**src/rtl/seq_shifter.sv**
```systemverilog
// Multi-cycle barrel-free shifter: one bit per clock, SLL/SRL/SRA and optional ROL.
// Build option: define SEQ_SHIFTER_ROTATE_EN to make mode 2'b11 a rotate-left; otherwise it aliases SLL.

module seq_shifter #(
  parameter int WIDTH   = 32,
  parameter int SHAMT_W = 5
) (
  input  logic               clk,
  input  logic               rst,
  input  logic               start,
  input  logic [WIDTH-1:0]   in_data,
  input  logic [SHAMT_W-1:0] shamt,
  input  logic [1:0]         mode,
  output logic [WIDTH-1:0]   out_data,
  output logic               busy,
  output logic               done
);

  // state | meaning
  // IDLE  | waiting for start; operands captured on the accepting edge
  // SHIFT | one-bit shift per cycle while the down-counter runs
  // DONE  | single cycle: out_data freshly updated, done asserted
  typedef enum logic [1:0] {
    IDLE  = 2'd0,
    SHIFT = 2'd1,
    DONE  = 2'd2
  } state_t;

  localparam logic [1:0] MODE_SLL = 2'b00;
  localparam logic [1:0] MODE_SRL = 2'b01;
  localparam logic [1:0] MODE_SRA = 2'b10;
`ifdef SEQ_SHIFTER_ROTATE_EN
  localparam logic [1:0] MODE_ROL = 2'b11;
`endif

  state_t               state, state_nxt;
  logic [WIDTH-1:0]     work, work_nxt;
  logic [SHAMT_W-1:0]   cnt, cnt_nxt;
  logic [1:0]           mode_q, mode_nxt;
  logic [WIDTH-1:0]     out_nxt;
  logic [WIDTH-1:0]     shifted;

  function automatic logic [WIDTH-1:0] shift_one(input logic [WIDTH-1:0] v,
                                                 input logic [1:0]       m);
    logic [WIDTH-1:0] r;
    case (m)
      MODE_SRL: r = {1'b0, v[WIDTH-1:1]};
      MODE_SRA: r = {v[WIDTH-1], v[WIDTH-1:1]};
`ifdef SEQ_SHIFTER_ROTATE_EN
      MODE_ROL: r = {v[WIDTH-2:0], v[WIDTH-1]};
`endif
      default:  r = {v[WIDTH-2:0], 1'b0};
    endcase
    return r;
  endfunction

  assign shifted = shift_one(work, mode_q);

  always_ff @(posedge clk or posedge rst) begin
    if (rst) begin
      state    <= IDLE;
      work     <= '0;
      cnt      <= '0;
      mode_q   <= MODE_SLL;
      out_data <= '0;
    end else begin
      state    <= state_nxt;
      work     <= work_nxt;
      cnt      <= cnt_nxt;
      mode_q   <= mode_nxt;
      out_data <= out_nxt;
    end
  end

  always_comb begin
    state_nxt = state;
    work_nxt  = work;
    cnt_nxt   = cnt;
    mode_nxt  = mode_q;
    out_nxt   = out_data;
    case (state)
      IDLE: begin
        if (start) begin
          work_nxt = in_data;
          cnt_nxt  = shamt;
          mode_nxt = mode;
          // A zero shift completes on the accepting edge itself.
          if (shamt == '0) begin
            state_nxt = DONE;
            out_nxt   = in_data;
          end else begin
            state_nxt = SHIFT;
          end
        end
      end
      SHIFT: begin
        work_nxt = shifted;
        cnt_nxt  = cnt - SHAMT_W'(1);
        if (cnt == SHAMT_W'(1)) begin
          state_nxt = DONE;
          out_nxt   = shifted;
        end
      end
      DONE:    state_nxt = IDLE;
      default: state_nxt = IDLE;
    endcase
  end

  assign busy = (state != IDLE);
  assign done = (state == DONE);

endmodule

```
**config.mk**
```make
export PLATFORM = sky130hd
export DESIGN_NAME = seq_shifter
export DESIGN_NICKNAME = d
export VERILOG_FILES = /design/src/rtl/seq_shifter.sv
export SDC_FILE = /design/constraint.sdc
export NUM_CORES = 1
export LEC_CHECK = 0
export ABC_AREA = 0
export CAP_MARGIN = 20
export CORE_MARGIN = 2
export CORE_UTILIZATION = 50
export DETAILED_ROUTE_END_ITERATION = 6
export GPL_ROUTABILITY_DRIVEN = 0
export HOLD_SLACK_MARGIN = 0.05
export PLACE_DENSITY_LB_ADDON = 0.3
export SYNTH_ARGS = -nofsm -noshare
export SYNTH_HDL_FRONTEND = slang
export SYNTH_SLANG_ARGS = --single-unit
```
**constraint.sdc**
```tcl
create_clock -name clk -period 2.5 [get_ports clk]
set_input_delay 0.375 -clock clk [delete_from_list [all_inputs] [get_ports clk]]
set_output_delay 0.375 -clock clk [all_outputs]
set_load 0.1 [all_outputs]
```
==> metrics.cfg <==
[outcome]
outcome = complete, no violations

[timing]
worstMarginPinSlew_ns = 0.610
slew-limit-headroom = 0.591
drv_slew = 0
final-hold-violation-count = 0
min_period_ns = 2.02
clock_skew_ns = 0.00475
tns_ns = 0
rsz0062_at_grt = no
fmax_mhz = 494
finalSetupViolCount = 0
fin_crit_sh = 0.810

[detailed_routing]
postRouteAntennaNets = 0
first_iter_violations = 183
vias = 3033
routedWlPerCell_um = 16.6
routed_wl_um = 8590
drc = 0
via_per_inst = 5.86
dr.pass1.iters = 5

[yosys]
synth-edff-count = 0
netlist_area_um2 = 3540
yosysMostFrequentCell = o21ai_0
synth_top_area_frac = 0.516
netlist_instances = 351
yosys.cell_types.count = 34
avgSynthCellArea_um2 = 10.1
synth_common_cells = o21ai_0 (86), dfrtp_1 (73), nand2_1 (40)
yosys.area.top_type = dfrtp_1
ys_ff_latch = 73
syn_nets = 397
synth_ff_type = dfrtp_1
async_flop_share = 1.00
yosysWarnings = 0
ys_seq_area_frac = 0.516
netlist_top_cells_area = dfrtp_1 (52%), o21ai_0 (12%), a221o_1 (7.9%)

[worst_setup_path]
critPathRequiredTime_ns = 2.71
crit_path_start = start
crit_end = out_data[25]$_DFFE_PP0P_
worstPathCellList = clkdlybuf4s50_1, nor3b_2, a21oi_4, buf_12, o21ai_0, o31ai_2
critPathLaunchType = primary input
crit_path_max_incr_delay_ns = 0.53
crit_type = primary input to register
cp_max_fo = 38
r2r_end = out_data[25]$_DFFE_PP0P_
cp_data_arrival_time_ns = 2.24
reg2reg_from = cnt[1]$_DFFE_PP0P_
critPathBufInv = 2
r2r_slack_ns = 0.48
path_depth = 6
reg2reg_depth = 7
endpoint_kind = register
cp_top_family = buffers and inverters
slowest_stage = nor3b_2

[global_routing]
grt_pass1_vias = 3009
grt_pass1_wl_um = 14600
overflow = 0
grt_max_degree = 39
antenna_found_initial = 0
grt_usage = 0.243

[cts]
clk_pin_slew_worst_paths_ns = 0.07
post_cts_resized = 0
cts_max_level = 3
post_cts_buffers = 0
cts-hold-fix-buffers = 0
cts_buffer_depth = 2
cts_tree = done
clkSinkCount = 73
clk_latency_ns = 0.34
numCtsBuffers = 9
clock_tree.root_cell = clkbuf_8

[floorplan]
std_cell_rows = 30
pin_count = 76
start_util = 0.518
die-width_um = 88.2
dieArea_um2 = 7770
coreArea_um2 = 6830
die_h_um = 88.2

[finish]
nets = 463
utilization = 0.661
diodes = 0
drive_gt1_frac = 0.206
fill_cells = 568
area_delta_synth_final_pct = 27.5

[run]
cap_violations = 0

[place]
portBuffers = 75
dpl.hpwl_um = 5880

[hold_path]
hp-class = primary input to async pin

[layout make-up]
class	count	area [um^2]	share of cell area
well taps	96	120	0.0266
clock buffers	13	149	0.0330
clock inverters	3	40.0	0.00887
flip-flops and latches	73	1830	0.405
inverters	7	26.3	0.00582
repair buffers	90	816	0.181
multi-input cells	236	1540	0.341
[sequential cells by signal, indices dropped and copies added (netlist names)]
register	count
mode_q	2
state	2
work	32
out_data	32
cnt	5
[routing by layer]
layer	GRT usage	share of wire	vias to the layer above	wire [um]
met3	0.0339	0.064	13	546
met1	0.349	0.45	1469	3890
li1	-	-	1439	-
met4	0.0868	0.015	0	127
met5	0	0	-	0
met2	0.379	0.47	112	4020
[kinds of logic after synthesis]
group / count (synthesis) / synth area share
flops: 73 / 0.516
simple gates: 63 / 0.0788
mux: 6 / 0.0187
compound gates: 163 / 0.315
fa+ha+maj: 4 / 0.0141
buf+inv: 42 / 0.0572
[worst min-delay path by stage]
| stage | cells after the start | from | slack [ns] | end |
|---|---|---|---|---|
| floorplan | 2 | work[1]$_DFFE_PP0P_ | 0.47 | work[1]$_DFFE_PP0P_ |
| global placement | 2 | work[15]$_DFFE_PP0P_ | 0.49 | work[15]$_DFFE_PP0P_ |
| detailed placement | 2 | work[1]$_DFFE_PP0P_ | 0.50 | work[1]$_DFFE_PP0P_ |
| CTS | 2 | rst | 0.44 | work[10]$_DFFE_PP0P_ |
| global route | 2 | rst | 0.48 | out_data[6]$_DFFE_PP0P_ |
| finish | 2 | rst | 0.42 | work[8]$_DFFE_PP0P_ |
[per-stage QoR]
stage / setup WS [ns] / hold slack, ns / instances / area [um^2]
final: 0.476 / 0.422 / 518 / 4520
after global routing: 0.369 / 0.480 / 518 / 4520
after CTS: 0.512 / 0.443 / 518 / 4520
after detailed placement: 0.145 / 0.499 / 502 / 4330
after global placement: 0.274 / 0.489 / 502 / 4330
after floorplan: 0.272 / 0.471 / 351 / 3540
[cell usage in the layout, fill, tap and decap left out, types with 5 or more instances in the layout]
cell | Yosys | routed
buf_4 | 1 | 46
o31ai_1 | 18 | 18
a221o_1 | 28 | 28
inv_1 | 7 | 6
o31ai_2 | 11 | 11
clkdlybuf4s50_1 | 0 | 41
clkbuf_8 | 0 | 10
nand2_1 | 40 | 40
nor2_1 | 9 | 9
o21ai_0 | 86 | 86
dfrtp_1 | 73 | 73
mux2_2 | 5 | 5
o21ai_1 | 7 | 7
Power is left out: the tool's default activity adds up to more than one toggle a clock period on the data nets, which glitch-free logic cannot reach.
